===== config.mk =====
export PLATFORM = sky130hd
export DESIGN_NAME = draw_crosshair
export DESIGN_NICKNAME = d
export VERILOG_FILES = /design/src/rtl/draw_crosshair.sv
export SDC_FILE = /design/constraint.sdc
export NUM_CORES = 1
export LEC_CHECK = 0
export ABC_AREA = 1
export ABC_CLOCK_PERIOD_IN_PS = 6300
export CORE_MARGIN = 2
export CORE_UTILIZATION = 55
export CTS_CLUSTER_DIAMETER = 50
export DETAILED_ROUTE_END_ITERATION = 8
export GPL_TIMING_DRIVEN = 1
export PLACE_DENSITY = 0.91
export SETUP_SLACK_MARGIN = 0.05
export SYNTH_ARGS = -nofsm -noshare
export SYNTH_HDL_FRONTEND = slang
export SYNTH_SLANG_ARGS = --single-unit
export TNS_END_PERCENT = 1

===== constraint.sdc =====
create_clock -name clk -period 6.3 [get_ports clk]
set_input_delay 1.26 -clock clk [delete_from_list [all_inputs] [get_ports clk]]
set_output_delay 1.26 -clock clk [all_outputs]
set_load 0.05 [all_outputs]

===== src/rtl/draw_crosshair.sv =====
// Crosshair overlay on the composed game video stream: two-stage pipeline,
// with the cursor position latched once per frame and a multi-frame red shot flash.
module draw_crosshair #(
    parameter int          ARM_LEN      = 8,
    parameter int          GAP          = 3,
    parameter int          THICK        = 1,
    parameter logic [11:0] COLOUR       = 12'hFFF,
    parameter logic [11:0] FLASH_COLOUR = 12'hF00,
    parameter int          FLASH_FRAMES = 6,
    parameter int          FLASH_GROW   = 4
) (
    input  logic        clk,
    input  logic        rst,
    input  logic        enable,
    input  logic [11:0] mouse_xpos,
    input  logic [11:0] mouse_ypos,
    input  logic        left_mouse,

    input  logic [10:0] in_hcount,
    input  logic [10:0] in_vcount,
    input  logic        in_hsync,
    input  logic        in_vsync,
    input  logic        in_hblnk,
    input  logic        in_vblnk,
    input  logic [11:0] in_rgb,

    output logic [10:0] out_hcount,
    output logic [10:0] out_vcount,
    output logic        out_hsync,
    output logic        out_vsync,
    output logic        out_hblnk,
    output logic        out_vblnk,
    output logic [11:0] out_rgb
);

    localparam int FCW = ($clog2(FLASH_FRAMES + 1) > 3) ? $clog2(FLASH_FRAMES + 1) : 3;
    localparam logic [FCW-1:0] FLASH_LOAD = FCW'(FLASH_FRAMES);
    localparam logic [12:0]    ARM_C      = 13'(ARM_LEN);
    localparam logic [12:0]    GROW_C     = 13'(FLASH_GROW);
    localparam logic [12:0]    GAP_C      = 13'(GAP);
    localparam logic [12:0]    THICK_C    = 13'(THICK);

    typedef enum logic {
        IDLE  = 1'b0,
        FLASH = 1'b1
    } state_t;

    // ---------------- frame tick, click detect, cursor latch ----------------
    logic        vblnk_q;
    logic        left_q;
    logic [11:0] cx_q, cx_d;
    logic [11:0] cy_q, cy_d;
    logic        frame_tick;
    logic        press;

    assign frame_tick = in_vblnk & ~vblnk_q;
    assign press      = left_mouse & ~left_q;

    always_comb begin
        cx_d = cx_q;
        cy_d = cy_q;
        if (frame_tick) begin
            cx_d = mouse_xpos;
            cy_d = mouse_ypos;
        end
    end

    always_ff @(posedge clk) begin
        if (rst) begin
            vblnk_q <= 1'b0;
            left_q  <= 1'b0;
            cx_q    <= '0;
            cy_q    <= '0;
        end else begin
            vblnk_q <= in_vblnk;
            left_q  <= left_mouse;
            cx_q    <= cx_d;
            cy_q    <= cy_d;
        end
    end

    // ---------------- flash state machine ----------------
    state_t         state_q, state_d;
    logic [FCW-1:0] fcnt_q, fcnt_d;

    always_ff @(posedge clk) begin
        if (rst) begin
            state_q <= IDLE;
            fcnt_q  <= '0;
        end else begin
            state_q <= state_d;
            fcnt_q  <= fcnt_d;
        end
    end

    // A press always reloads, even when it coincides with a frame tick.
    always_comb begin
        state_d = state_q;
        fcnt_d  = fcnt_q;
        if (!enable) begin
            state_d = IDLE;
            fcnt_d  = '0;
        end else begin
            case (state_q)
                IDLE: begin
                    if (press) begin
                        fcnt_d  = FLASH_LOAD;
                        state_d = FLASH;
                    end
                end
                FLASH: begin
                    if (press) begin
                        fcnt_d = FLASH_LOAD;
                    end else if (frame_tick) begin
                        fcnt_d = fcnt_q - 1'b1;
                        if (fcnt_q <= FCW'(1)) begin
                            fcnt_d  = '0;
                            state_d = IDLE;
                        end
                    end
                end
                default: begin
                    state_d = IDLE;
                    fcnt_d  = '0;
                end
            endcase
        end
    end

    // ---------------- stage 1: distances ----------------
    logic signed [12:0] dx_diff, dy_diff;
    logic [10:0] hcount_s1_q, hcount_s1_d;
    logic [10:0] vcount_s1_q, vcount_s1_d;
    logic        hsync_s1_q, hsync_s1_d;
    logic        vsync_s1_q, vsync_s1_d;
    logic        hblnk_s1_q, hblnk_s1_d;
    logic        vblnk_s1_q, vblnk_s1_d;
    logic [11:0] rgb_s1_q, rgb_s1_d;
    logic [11:0] dx_s1_q, dx_s1_d;
    logic [11:0] dy_s1_q, dy_s1_d;
    logic        flash_s1_q, flash_s1_d;

    // Zero-extended operands keep the subtraction from wrapping near x=0 / y=0.
    assign dx_diff = $signed({2'b00, in_hcount}) - $signed({1'b0, cx_q});
    assign dy_diff = $signed({2'b00, in_vcount}) - $signed({1'b0, cy_q});

    always_comb begin
        hcount_s1_d = in_hcount;
        vcount_s1_d = in_vcount;
        hsync_s1_d  = in_hsync;
        vsync_s1_d  = in_vsync;
        hblnk_s1_d  = in_hblnk;
        vblnk_s1_d  = in_vblnk;
        rgb_s1_d    = in_rgb;
        dx_s1_d     = dx_diff[12] ? (~dx_diff[11:0] + 12'd1) : dx_diff[11:0];
        dy_s1_d     = dy_diff[12] ? (~dy_diff[11:0] + 12'd1) : dy_diff[11:0];
        flash_s1_d  = (state_q == FLASH);
    end

    always_ff @(posedge clk) begin
        if (rst) begin
            hcount_s1_q <= '0;
            vcount_s1_q <= '0;
            hsync_s1_q  <= 1'b0;
            vsync_s1_q  <= 1'b0;
            hblnk_s1_q  <= 1'b0;
            vblnk_s1_q  <= 1'b0;
            rgb_s1_q    <= '0;
            dx_s1_q     <= '0;
            dy_s1_q     <= '0;
            flash_s1_q  <= 1'b0;
        end else begin
            hcount_s1_q <= hcount_s1_d;
            vcount_s1_q <= vcount_s1_d;
            hsync_s1_q  <= hsync_s1_d;
            vsync_s1_q  <= vsync_s1_d;
            hblnk_s1_q  <= hblnk_s1_d;
            vblnk_s1_q  <= vblnk_s1_d;
            rgb_s1_q    <= rgb_s1_d;
            dx_s1_q     <= dx_s1_d;
            dy_s1_q     <= dy_s1_d;
            flash_s1_q  <= flash_s1_d;
        end
    end

    // ---------------- stage 2: hit test and colour ----------------
    logic [12:0] arm_len;
    logic [12:0] dx_ext, dy_ext;
    logic        hit;
    logic [10:0] out_hcount_q, out_hcount_d;
    logic [10:0] out_vcount_q, out_vcount_d;
    logic        out_hsync_q, out_hsync_d;
    logic        out_vsync_q, out_vsync_d;
    logic        out_hblnk_q, out_hblnk_d;
    logic        out_vblnk_q, out_vblnk_d;
    logic [11:0] out_rgb_q, out_rgb_d;

    assign arm_len = ARM_C + (flash_s1_q ? GROW_C : 13'd0);
    assign dx_ext  = {1'b0, dx_s1_q};
    assign dy_ext  = {1'b0, dy_s1_q};
    assign hit     = ((dy_ext <= THICK_C) && (dx_ext > GAP_C) && (dx_ext <= arm_len))
                  || ((dx_ext <= THICK_C) && (dy_ext > GAP_C) && (dy_ext <= arm_len))
                  || ((dx_s1_q == 12'd0) && (dy_s1_q == 12'd0));

    always_comb begin
        out_hcount_d = hcount_s1_q;
        out_vcount_d = vcount_s1_q;
        out_hsync_d  = hsync_s1_q;
        out_vsync_d  = vsync_s1_q;
        out_hblnk_d  = hblnk_s1_q;
        out_vblnk_d  = vblnk_s1_q;
        out_rgb_d    = rgb_s1_q;
        if (enable && hit && !hblnk_s1_q && !vblnk_s1_q) begin
            out_rgb_d = flash_s1_q ? FLASH_COLOUR : COLOUR;
        end
    end

    always_ff @(posedge clk) begin
        if (rst) begin
            out_hcount_q <= '0;
            out_vcount_q <= '0;
            out_hsync_q  <= 1'b0;
            out_vsync_q  <= 1'b0;
            out_hblnk_q  <= 1'b0;
            out_vblnk_q  <= 1'b0;
            out_rgb_q    <= '0;
        end else begin
            out_hcount_q <= out_hcount_d;
            out_vcount_q <= out_vcount_d;
            out_hsync_q  <= out_hsync_d;
            out_vsync_q  <= out_vsync_d;
            out_hblnk_q  <= out_hblnk_d;
            out_vblnk_q  <= out_vblnk_d;
            out_rgb_q    <= out_rgb_d;
        end
    end

    assign out_hcount = out_hcount_q;
    assign out_vcount = out_vcount_q;
    assign out_hsync  = out_hsync_q;
    assign out_vsync  = out_vsync_q;
    assign out_hblnk  = out_hblnk_q;
    assign out_vblnk  = out_vblnk_q;
    assign out_rgb    = out_rgb_q;

endmodule


==> results.cfg <==
[logic_synthesis]
seq_area_frac_synth_pct = 43.9
synthTopCellsByCount = inv_1, nand2_1, nor2_1, dfxtp_1, a21oi_1
synthTopCellsByArea = dfxtp_1, inv_1, nand2_1
synth_top_area_share_pct = 43.9
synthesis.area_um2 = 5930
syn-num-nets = 926
ys_warn_count = 0
synthArstFlopShare_pct = 0
synth-seq-cells = 130
synth-main-ff-cell = dfxtp_1
yosysMostFrequentCell = inv_1
synth_cell_types = 39
synth_edf_count = 0
yosysTopAreaCell = dfxtp_1
syn_inst = 830
synth.avg_cell_area_um2 = 7.14

[clock_network]
clock_sinks = 130
root_buffer = clkbuf_8
hold_buffers = 0
ctsResizeCount = 0
clk_pin_slew_worst_paths_ns = 0.07
cts_tree = yes
cts_buffers = 17
clkLatencyLatePin_ns = 0.53
cts_setup_buffers = 0
clock_path_buffers = 2
htreeDepth = 4

[flow_run]
max_cap_viol_count = 0

[setup_path]
worst-path-stages = 15
crit_type = in -> reg
reg2reg_slack_ns = 3.98
startpoint = in_hcount[0]
critPathArrivalTime_ns = 3.64
start_kind = input port
cp_top_family = simple AND/OR/NAND/NOR gates
reg2regPathDepth = 12
cp_slowest_cell = clkdlybuf4s50_1
slowest_delay_ns = 0.46
critPathCaptureType = flop
r2r_end = dy_s1_q[4]
crit_fanout = 4
path_buf_inv = 4
cp.required_ns = 6.73
crit_chain = clkdlybuf4s50_1 -> inv_1 -> ha_1 -> inv_1 -> fa_1 -> inv_1 -> nand2_1 -> nor2_2 -> nand3_1 -> nor2_2 -> nand2_1 -> nor2_2 -> nand3_1 -> a21oi_1 -> nor2_1
crit_end = dx_s1_q[11]
r2r_start = cy_q[0]

[global_route]
grt_antenna_before_repair = 0
grt_pass1_vias = 5080
grt_usage_pct = 24.7
grt_pass1_wl_um = 22700
grt_max_degree = 83
gr-total-overflow = 0

[sta]
min_period_ns = 3.22
report.final.hold_viol_count = 0
maxSlewViolCount = 0
rsz0062_at_grt = no
skew_ns = 0.00724
finalCritPeriodShare_pct = 51.1
max_slew_margin_pct = 46.6
finalSetupViolCount = 0
hold_ws_ns = 0.401
max_freq_ghz = 0.311
fin_setup_tns_ns = 0
worst_slew_pin_slew_ns = 0.801

[floorplan]
start_util_pct = 57.1
core_um2 = 10400
dieArea_um2 = 11600
die_x_um = 108
rows = 37
ios = 104
fp.dieH_um = 108

[layout]
multi_input_area_um2 = 2610
drive_gt1_share_pct = 6.65
diodes = 0
fin_util_pct = 73.4
n_fill_cell = 797
regArea_um2 = 2600
syn2layout_area_growth_pct = 28.4
finalNetCount = 1031

[power]
max-vdd-ir-drop_mv = 0.216
pwr_density_cell_nw_per_um2 = 301
leakage_nw = 3.64
power_w = 0.00229

[route]
postRouteWirelength_um = 13600
via_count = 5443
routed_via_density = 5.02
detail-route-antenna-nets = 0
route.detailed.drc = 0
drtIter0Drc = 424
drt_first_pass_iters = 5
wl_per_cell_um = 12.6

[place]
port_buffers = 103
gp_congestion = 0.901
hpwl_um = 9690

[hold_path]
hold_class = reg -> reg

[status]
status = finished, final reports clean
-- per-layer routing --
metal / routed length, um / part of all wire, % / global-route usage [%] / up-vias
met5: 0 / 0 / 0 / -
met4: 207 / 1.5 / 8.42 / 0
met3: 885 / 6.5 / 5.57 / 26
met2: 6700 / 49 / 42.9 / 187
met1: 5850 / 43 / 30.0 / 2452
li1: - / - / - / 2778
-- cell type report --
type | instances | share of cell area, %
Multi-Input combinational cell | 511 | 34.3
Tap cell | 136 | 2.24
Timing Repair Buffer | 106 | 13.8
Sequential cell | 130 | 34.2
Clock buffer | 17 | 5.44
Clock inverter | 15 | 1.76
Inverter | 169 | 8.33
-- worst min-delay path by stage --
stage	from	slack, ns	end	cells after the start
6_report	hsync_s1_q	0.40	out_hsync	2
5_1_grt	out_vsync_d	0.42	out_vsync	2
4_1_cts	hsync_s1_q	0.40	out_hsync	2
3_5_place_dp	out_vcount_d[2]	0.39	out_vcount[2]	2
3_3_place_gp	hcount_s1_q[10]	0.39	out_hcount[10]	2
2_1_floorplan	hcount_s1_q[0]	0.39	out_hcount[0]	2
-- worst reg2reg max path, cell delays in order, from the launching register on --
cell     delay, ns
dfxtp_1       0.33
ha_1          0.15
inv_1         0.08
fa_1          0.43
nand2_1       0.08
nand3_1       0.12
nand2_1       0.12
o211a_1       0.43
inv_1         0.17
nor2_1        0.16
nand2_1       0.07
nand2_1       0.05
nor2_1        0.04
-- power by group --
part | total [W] | switching [W] | leakage (nW) | internal [W]
Combinational | 0.000480 | 0.000303 | 2.30 | 0.000177
Sequential | 0.000906 | 0.0000200 | 1.08 | 0.000886
Clock | 0.000905 | 0.000406 | 0.265 | 0.000499
Total | 0.00229 | 0.000729 | 3.64 | 0.00156
-- placed cells by master, fill, tap and decap left out, types with 16 or more instances in the layout --
| cell type | netlist | layout |
|---|---|---|
| a21oi_1 | 65 | 65 |
| clkbuf_16 | 0 | 16 |
| clkdlybuf4s50_1 | 0 | 102 |
| dfxtp_1 | 130 | 130 |
| ha_1 | 28 | 28 |
| inv_1 | 165 | 165 |
| nand2_1 | 138 | 138 |
| nand3_1 | 40 | 40 |
| nor2_1 | 132 | 132 |
| o21ai_0 | 36 | 36 |
-- through the flow --
step | std cells | setup slack (ns) | area [um^2]
2_1_floorplan | 830 | 3.26 | 5930
3_3_place_gp | 1052 | 2.70 | 7060
3_5_place_dp | 1052 | 2.62 | 7060
4_1_cts | 1084 | 3.11 | 7610
5_1_grt | 1084 | 2.86 | 7610
6_report | 1084 | 3.08 | 7610
-- flip-flops by register name, indices dropped and copies added, names as in the netlist, 12 cells and up --
signal / count
cx_q: 12
cy_q: 12
dx_s1_q: 12
dy_s1_q: 12
out_rgb: 12
rgb_s1_q: 12
-- kinds of logic (layout without fill, tap and decap cells) --
| kind of cell | count (synthesis) | after routing | synth area share [%] |
|---|---|---|---|
| AO/OA/AOI/OAI | 120 | 120 | 10.8 |
| XOR/XNOR | 3 | 3 | 0.760 |
| adder cells (fa/ha/maj) | 30 | 30 | 6.59 |
| buffers and inverters | 189 | 307 | 12.1 |
| flip-flops | 130 | 130 | 43.9 |
| AND/OR/NAND/NOR | 358 | 358 | 25.9 |
Power figures use the tool's default switching activity.
